<file path="src/rtl/neuron_fst_sched_if.sv">
// Event-in / token-out handshake bundle for the FST sequencer.
// Both directions use valid/ready: a transfer happens on a rising clk edge where valid & ready are both high.
interface neuron_fst_sched_if;
  logic       ev_valid;
  logic [1:0] ev_kind;
  logic       ev_ready;
  logic       out_valid;
  logic [7:0] out_data;
  logic       out_ready;

  modport master (
    output ev_valid, ev_kind, out_ready,
    input  ev_ready, out_valid, out_data
  );

  modport slave (
    input  ev_valid, ev_kind, out_ready,
    output ev_ready, out_valid, out_data
  );
endinterface

</file>
<file path="src/rtl/neuron_fst_sched.sv">
// First-spike-time sequencer: tracks time since ARM, captures it on SPIKE,
// and queues 8-bit tokens in a small FIFO for the serialiser.
module neuron_fst_sched #(
  parameter int OUT_DEPTH = 2
) (
  input  logic               clk,
  input  logic               rst,
  input  logic               clear,
  input  logic               stream_act,
  neuron_fst_sched_if.slave  bus,
  output logic               post_spike_pulse,
  output logic [1:0]         fsm_state,
  output logic [7:0]         fst_t,
  output logic [7:0]         fst_last_t
);

  localparam int              AW      = $clog2(OUT_DEPTH);
  localparam logic [AW:0]     L_DEPTH = (AW+1)'(OUT_DEPTH);
  localparam logic [2:0]      NEURON_TYPE_SPIKE = 3'd1;
  localparam logic [2:0]      NEURON_TYPE_ACT   = 3'd2;
  localparam logic [1:0]      EV_TICK  = 2'b00;
  localparam logic [1:0]      EV_SPIKE = 2'b01;
  localparam logic [1:0]      EV_ARM   = 2'b10;

  typedef enum logic [1:0] {
    S_IDLE  = 2'b00,
    S_ARMED = 2'b01,
    S_DONE  = 2'b10
  } state_t;

  state_t          r_state;
  logic [7:0]      r_fst_t;
  logic [7:0]      r_fst_last_t;
  logic            r_pulse;
  logic [7:0]      r_mem [OUT_DEPTH];
  logic [AW-1:0]   r_rd_ptr;
  logic [AW-1:0]   r_wr_ptr;
  logic [AW:0]     r_count;

  logic            w_ev_ready;
  logic            w_accept;
  logic            w_armed;
  logic            w_pop;
  logic            w_push;
  logic [7:0]      w_push_data;
  logic [7:0]      w_fst_inc;

  // Readiness looks only at the registered count, so a pop never frees a slot in the same cycle.
  assign w_ev_ready = !rst && !clear && (r_count < L_DEPTH);
  assign w_accept   = bus.ev_valid && w_ev_ready;
  assign w_armed    = (r_state == S_ARMED);
  assign w_pop      = (r_count != '0) && bus.out_ready && !clear;

  always_comb begin
    w_fst_inc   = (r_fst_t == 8'hFF) ? 8'hFF : r_fst_t + 8'd1;
    w_push      = 1'b0;
    w_push_data = 8'h00;
    if (w_accept) begin
      case (bus.ev_kind)
        EV_TICK: begin
          if (stream_act) begin
            w_push      = 1'b1;
            w_push_data = {1'b1, NEURON_TYPE_ACT,
                           w_armed ? w_fst_inc[3:0] : r_fst_last_t[3:0]};
          end
        end
        EV_SPIKE: begin
          if (w_armed) begin
            w_push      = 1'b1;
            w_push_data = {1'b1, NEURON_TYPE_SPIKE, r_fst_t[3:0]};
          end
        end
        default: ;
      endcase
    end
  end

  always_ff @(posedge clk or posedge rst) begin
    if (rst) begin
      r_state      <= S_IDLE;
      r_fst_t      <= 8'h00;
      r_fst_last_t <= 8'h00;
      r_pulse      <= 1'b0;
    end else if (clear) begin
      r_state      <= S_IDLE;
      r_fst_t      <= 8'h00;
      r_fst_last_t <= 8'h00;
      r_pulse      <= 1'b0;
    end else begin
      r_pulse <= 1'b0;
      if (w_accept) begin
        case (bus.ev_kind)
          EV_ARM: begin
            r_state <= S_ARMED;
            r_fst_t <= 8'h00;
          end
          EV_SPIKE: begin
            if (w_armed) begin
              r_state      <= S_DONE;
              r_fst_last_t <= r_fst_t;
              r_pulse      <= 1'b1;
            end
          end
          EV_TICK: begin
            if (w_armed) r_fst_t <= w_fst_inc;
          end
          default: ;
        endcase
      end
    end
  end

  always_ff @(posedge clk or posedge rst) begin
    if (rst) begin
      r_rd_ptr <= '0;
      r_wr_ptr <= '0;
      r_count  <= '0;
      for (int i = 0; i < OUT_DEPTH; i++) r_mem[i] <= 8'h00;
    end else if (clear) begin
      r_rd_ptr <= '0;
      r_wr_ptr <= '0;
      r_count  <= '0;
    end else begin
      if (w_push) begin
        r_mem[r_wr_ptr] <= w_push_data;
        r_wr_ptr        <= r_wr_ptr + 1'b1;
      end
      if (w_pop) r_rd_ptr <= r_rd_ptr + 1'b1;
      case ({w_push, w_pop})
        2'b10:   r_count <= r_count + 1'b1;
        2'b01:   r_count <= r_count - 1'b1;
        default: ;
      endcase
    end
  end

  assign bus.ev_ready     = w_ev_ready;
  assign bus.out_valid    = (r_count != '0);
  assign bus.out_data     = (r_count != '0) ? r_mem[r_rd_ptr] : 8'h00;
  assign post_spike_pulse = r_pulse;
  assign fsm_state        = r_state;
  assign fst_t            = r_fst_t;
  assign fst_last_t       = r_fst_last_t;

endmodule

</file>
<file path="src/flat_wrapper.sv">
// flat-port wrapper written by rule: the top's interface ports become plain ports
module neuron_fst_sched_flat 
#(
  parameter int OUT_DEPTH = 2
)
  (clk, rst, clear, stream_act, post_spike_pulse, fsm_state, fst_t, fst_last_t, bus_ev_valid, bus_ev_kind, bus_out_ready, bus_ev_ready, bus_out_valid, bus_out_data);
  neuron_fst_sched_if bus_i ();
  input  logic clk;
  input  logic rst;
  input  logic clear;
  input  logic stream_act;
  output logic post_spike_pulse;
  output logic [1:0] fsm_state;
  output logic [7:0] fst_t;
  output logic [7:0] fst_last_t;
  input wire logic [$bits(bus_i.ev_valid)-1:0] bus_ev_valid;
  input wire logic [$bits(bus_i.ev_kind)-1:0] bus_ev_kind;
  input wire logic [$bits(bus_i.out_ready)-1:0] bus_out_ready;
  output wire logic [$bits(bus_i.ev_ready)-1:0] bus_ev_ready;
  output wire logic [$bits(bus_i.out_valid)-1:0] bus_out_valid;
  output wire logic [$bits(bus_i.out_data)-1:0] bus_out_data;
  assign bus_i.ev_valid = bus_ev_valid;
  assign bus_i.ev_kind = bus_ev_kind;
  assign bus_i.out_ready = bus_out_ready;
  assign bus_ev_ready = bus_i.ev_ready;
  assign bus_out_valid = bus_i.out_valid;
  assign bus_out_data = bus_i.out_data;
  neuron_fst_sched #(.OUT_DEPTH(OUT_DEPTH)) u_core (.clk(clk), .rst(rst), .clear(clear), .stream_act(stream_act), .bus(bus_i), .post_spike_pulse(post_spike_pulse), .fsm_state(fsm_state), .fst_t(fst_t), .fst_last_t(fst_last_t));
endmodule
</file>
<file path="config.mk">
export PLATFORM = sky130hd
export DESIGN_NAME = neuron_fst_sched_flat
export DESIGN_NICKNAME = d
export VERILOG_FILES = /design/src/rtl/neuron_fst_sched_if.sv /design/src/rtl/neuron_fst_sched.sv /design/src/flat_wrapper.sv
export SDC_FILE = /design/constraint.sdc
export NUM_CORES = 1
export LEC_CHECK = 0
export CORE_AREA = 5 5 95 97
export CTS_CLUSTER_DIAMETER = 50
export DETAILED_ROUTE_END_ITERATION = 8
export DIE_AREA = 0 0 100 102
export PLACE_DENSITY_LB_ADDON = 0.08
export SETUP_SLACK_MARGIN = 0.4
export SKIP_LAST_GASP = 1
export SYNTH_ARGS = -nofsm -noshare
export SYNTH_HDL_FRONTEND = slang
export SYNTH_SLANG_ARGS = --single-unit
</file>
<file path="constraint.sdc">
create_clock -name clk -period 3.5 [get_ports clk]
set_input_delay 0.35 -clock clk [delete_from_list [all_inputs] [get_ports clk]]
set_output_delay 0.35 -clock clk [all_outputs]
set_load 0.02 [all_outputs]
</file>
**After elaboration in Yosys (flattened, before gate mapping)**

Index checks and enable logic that the tools add are counted.

- Register bits after elaboration: 39
- Logic and storage cells: 89
- Output and inout bits: 29

- Magnitude comparators: 4
- Multiplexer cells: 38
- Add/sub/neg operators: 5
- Equality and inequality tests: 8
- Bitwise operators: 3
- Reduce and logical (&&, ||, !) cells: 22

Operator list:

| operator | count |
|---|---|
| 8-bit 2-to-1 mux | 16 |
| 8-bit one-hot mux with 2 select lines | 2 |
| 16-bit bitwise mux | 1 |
| 2-bit nonzero test | 6 |
| 1-bit 2-to-1 mux | 10 |
| 3-bit AND reduction | 3 |
| 3-bit nonzero test | 3 |
| 8-bit by 1-bit adder with 8-bit output (second input constant) | 1 |
| 8-bit demux with 1-bit select | 1 |
| 8-bit equality test (second input constant) | 1 |
| 2-bit 2-to-1 mux | 4 |
| 2-bit one-hot mux with 2 select lines | 2 |
| 2-bit by 1-bit equality test with 1-bit output (second input constant) | 3 |
| 1-bit logical AND | 6 |
| 3-bit by 2-bit != test with 1-bit output (second input constant) | 2 |
| 2-bit equality test (second input constant) | 2 |
| 2-bit >= comparator (second input constant) | 2 |
| 4-bit 2-to-1 mux | 1 |
| 1-bit inverter with 2-bit output | 2 |
| 1-bit adder (second input constant) | 2 |
| 2-bit by 1-bit adder with 2-bit output (second input constant) | 1 |
| 1-bit zero test | 2 |
| 2-bit zero test | 1 |
| 2-bit by 1-bit less-than comparator with 1-bit output (second input constant) | 1 |
| other kinds (5) | 5 |

**Longest topological paths before layout**

- Depth after elaboration: 8
- Mapped depth: 7
- Depth with buffers taken out: 5

**Worst setup path after synthesis**

No wires, ideal clock.

- Path kind: in2reg
- Start point: input port clear
- End point: register u_core.r_fst_t[7], in the netlist u_core.fst_t[7]
- Arrival: 2,013 ps
- Slack: 1,413 ps
- Path buffers: 3
- Cell stages on the path: 7
- Required time: 3,426 ps
- Path through: buf_6 or4b_4 buf_6 or4_4 buf_6 a31o_1 a21oi_2

- Word-level cells in the longest chain between the ends: 6

RTL lines:

| element | line | text |
|---|---|---|
| from (decl) | flat_wrapper.sv:10 | `input logic clear;` |
| 1-bit zero test | neuron_fst_sched.sv:49 | `assign w_ev_ready = !rst && !clear && (r_count < L_DEPTH);` |
| 1-bit logical AND (2 in series) | neuron_fst_sched.sv:49 |  |
| 1-bit logical AND | neuron_fst_sched.sv:50 | `assign w_accept = bus.ev_valid && w_ev_ready;` |
| 2-bit nonzero test (no source line) | n/a |  |
| 3-bit AND reduction (no source line) | n/a |  |
| to (signal assigned) | neuron_fst_sched.sv:105 | `if (w_armed) r_fst_t <= w_fst_inc;` |
| to (decl) | neuron_fst_sched.sv:32 | `logic [7:0] r_fst_t;` |

Parallel ways exist; a longest one is shown, timed or not.
A chain may end at the register's enable or synchronous reset.

**Worst setup path after layout**

- Start point: input port bus_ev_kind[1]
- End point: register u_core.r_fst_last_t[5], in the netlist u_core.fst_last_t[5]

- Word-level cells in the longest chain between the ends: 3

RTL lines:

| element | line | text |
|---|---|---|
| from (decl) | flat_wrapper.sv:17 | `input wire logic [$bits(bus_i.ev_kind)-1:0] bus_ev_kind;` |
| 2-bit by 1-bit equality test with 1-bit output | neuron_fst_sched.sv:92 | `case (bus.ev_kind)` |
| 2-bit nonzero test (no source line) | n/a |  |
| 3-bit AND reduction (no source line) | n/a |  |
| to (signal assigned) | neuron_fst_sched.sv:100 | `r_fst_last_t <= r_fst_t;` |
| to (decl) | neuron_fst_sched.sv:33 | `logic [7:0] r_fst_last_t;` |

Every way passes these cells.

==> impl_metrics.tcl <==
set metrics [dict create \
    adder_cell_share_of_the_synthesized_area_pct 0.6456 \
    r2r_setup_slack_ps 1370 \
    ant_nets 0 \
    antenna_cells 0 \
    postLayoutCoreUtil_pct 30.86 \
    synth_compound_gate_area_share_pct 18.14 \
    via_count_of_the_first_global_routing_pass 1681 \
    power.density_cell_area_nw_per_um2 368.1 \
    worst_hold_path_type "reg2reg" \
    finalSetupViolations 0 \
    cts_hold_buf 0 \
    synth_enable_flop_cells 0 \
    worstHoldPathCells 1 \
    global_route.usage.met1_pct 14.58 \
    grt_antenna_before_repair 0 \
    post_cts.resized_instances 0 \
    grt_most_used_layer "met2" \
    cell_count_after_placement 339 \
    synth.yosys.seq_area_share_pct 47.77 \
    totalNegativeSetupSlack_ps 0 \
    synth_cells 209 \
    r2r-start "u_core.fsm_state[1]" \
    number_of_cts_inserted_buffers 5 \
    grt_first_pass_wirelength_um 8728 \
    post_synthesis_simple_gate_area_fraction_pct 20.79 \
    slew_headroom_pct 50.37 \
    die_area_um2 10200 \
    worstSkewPairLatency_ps 290 \
    floorplan.io_pins 37 \
    final.period_utilization_pct 69.57 \
    drt_pre_antenna_iters 4 \
    cts_sinks 37 \
    path_max_fanout 19 \
    initial_utilization_pct 24.07 \
    rr_worst_depth 3 \
    synth_top_family_by_area "simple AND/OR/NAND/NOR gates" \
    drc 0 \
    finalWirelength_um 5228 \
    final-max-slew-violation-count 0 \
    post_synth_instance_area_um2 1938 \
    timing.critical_path.cells "clkdlybuf4s50_1 > nor4bb_1 > and2_1 > o21ai_0" \
    achievable-frequency_mhz 410.7 \
    detailedPlacementHpwl_um 3804 \
    core_um2 8051 \
    die_width_um 100 \
    route.detailed.vias_per_inst 4.536 \
    netlist-cell-type-count 46 \
    routabilityCongestion 0.7658 \
    critical_path_slowest_stage_cell "nor4bb_1" \
    cpPeakStageDelay_ps 750 \
    most-common-layout-cells "dfrtp_1 (37), clkdlybuf4s50_1 (35), nor2_1 (28)" \
    most_used_flip_flop_cell_after_synthesis "dfrtp_1" \
    arrival_ps 2580 \
    cts-htree-levels 2 \
    port-buffer-count 35 \
    cellLeakagePower_nw 0.9696 \
    required_time_reported_for_the_critical_path_endpoint_ps 3650 \
    timing.critical_path.to_type "register" \
    finalClockSkew_ps 1.623 \
    min-delay-start "u_core.r_mem[15]" \
    clock_pin_slew_on_the_worst_setup_and_hold_paths_ps 70 \
    postCtsSetupBuffers 0 \
    rows 33 \
    mostFrequentLayoutCell "dfrtp_1" \
    yosys_warnings 0 \
    timing_hold_violations_final 0 \
    mappedNetlistNets 218 \
    xor_xnor_share_of_the_synthesized_area_pct 1.356 \
    worst_slew_pin_tran_ps 734.4 \
    multiplexer_share_of_the_synthesized_area_pct 5.358 \
    asyncSetResetFlopFracSynth_pct 100.0 \
    via_count 1574 \
    start_kind "input port" \
    final_cells 347 \
    whs_endpoint "u_core.r_mem[15]" \
    grt_start_max_net_pins 28 \
    final_critical_path_setup_slack_ps 1065 \
    fin_nets 250 \
    syn_avg_cell_area_um2 9.273 \
    ys_seq_elements 37 \
    die_h_um 102 \
    cts_tree "done" \
    globalRouteMet2Util_pct 17.44 \
    worst_ir_drop_vdd_v 0.0001256 \
    max_cap_viol_count 0 \
    cell_at_the_root_of_the_clock_tree "clkbuf_8" \
    worstSetupPathType "in2reg" \
    drt_iter0_markers 48 \
    result_of_the_run "finished clean" \
    detailedPlace.worstSlack_ps 665.1 \
    grt_usage_pct 10.89 \
    gr-total-overflow 0 \
    finalCriticalPeriod_ps 2435 \
    fraction_of_final_layout_cells_with_drive_strength_greater_than_1_pct 8.678 \
    r2r-end "u_core.fst_last_t[5]" \
    area_growth_syn_to_layout_pct 28.21 \
    cts.path.max_buffers 2 \
    grt_setup_unrepaired "no" \
    wire_per_inst_um 15.07 \
    grt_util_met3_pct 2.867 \
]
[where the power goes]
group          leakage (nW)  switching (mW)  total [mW]  internal [mW]
Combinational         0.409          0.0413      0.0721         0.0308
Sequential            0.502         0.00930       0.454          0.445
Clock                0.0585           0.156       0.389          0.232
Total                 0.970           0.207       0.915          0.708
[how the worst max path moves through the flow]
stage	startpoint	end	slack (ps)	cells after the start
after global placement	bus_ev_kind[1]	u_core.fst_last_t[6]	760	4
after global routing	bus_ev_kind[1]	u_core.fst_last_t[3]	780	4
after detailed placement	bus_ev_kind[1]	u_core.fst_last_t[7]	670	4
final	bus_ev_kind[1]	u_core.fst_last_t[5]	1070	4
after CTS	bus_ev_kind[1]	u_core.fst_last_t[5]	970	4
after floorplan	clear	u_core.fst_t[7]	1410	7
[worst max-delay path, delay by kind of cell]
kind	cells	cell delay (ps)
buffers and inverters	1	650
AO/OA/AOI/OAI	1	190
AND/OR/NAND/NOR	2	1380
[sequential cells by signal, summed over array words and instances, names as in the netlist]
register and flops:
u_core.fsm_state 2, u_core.fst_last_t 8, u_core.fst_t 8, u_core.post_spike_pulse 1
u_core.r_count 2, u_core.r_mem 14, u_core.r_rd_ptr 1, u_core.r_wr_ptr 1
[kinds of logic after synthesis]
group	Yosys count
and+or+nand+nor	83
DFF	37
AOI/OAI and AO/OA	52
other	1
xor gates and xnor gates	3
buffers and inverters	22
muxes	10
adders and majority gates	1
[through the flow]
| stage | cell area, µm² | power [mW] | hold WS [ps] |
|---|---|---|---|
| after CTS | 2485 | 0.9328 | 481.0 |
| after detailed placement | 2369 | 0.5363 | 462.8 |
| after floorplan | 1938 | 0.5124 | 438.9 |
| after global placement | 2369 | 0.5367 | 458.6 |
| final | 2485 | 0.9148 | 473.0 |
| after global routing | 2485 | 0.9595 | 488.8 |
[cell usage after synthesis (all sizes together), types with 2 or more instances]
cell / count / share of area, %
nand2: 24 / 4.6
xor2: 2 / 0.90
a211oi: 2 / 1.0
buf: 6 / 2.6
dfrtp: 37 / 48
a2111oi: 2 / 1.3
mux2i: 7 / 3.6
o21ai: 17 / 4.4
nor2b: 3 / 0.97
nor3: 5 / 1.3
nor4b: 2 / 0.90
nand3b: 3 / 1.2
o221ai: 4 / 1.8
and2: 2 / 0.65
nor2: 28 / 5.4
a2bb2oi: 2 / 0.90
mux2: 3 / 1.7
nand4: 2 / 0.65
clkbuf: 8 / 1.5
o2bb2ai: 2 / 0.90
or2: 2 / 0.65
a31o: 2 / 0.90
nand2b: 3 / 0.97
a21oi: 7 / 2.0
a31oi: 9 / 2.9
nand3: 4 / 1.0
inv: 8 / 1.5
[cell type report]
class                      count  area, µm²
clock buffer                   7      86.33
sequential                    37      925.9
clock inverter                 1      30.03
tap                          105      131.4
multi-input combinational    150      900.9
fill                         891       5567
timing repair buffer          39      380.4
inverter                       8      30.03
[metal layers]
layer | up-vias | part of all wire (%) | routed length [µm]
li1 | 799 | - | -
met1 | 739 | 49 | 2547
met2 | 31 | 46 | 2396
met3 | 5 | 4.2 | 220
met4 | 0 | 1.2 | 65
met5 | - | 0 | 0
No activity file was read; power rests on OpenSTA's default activity.
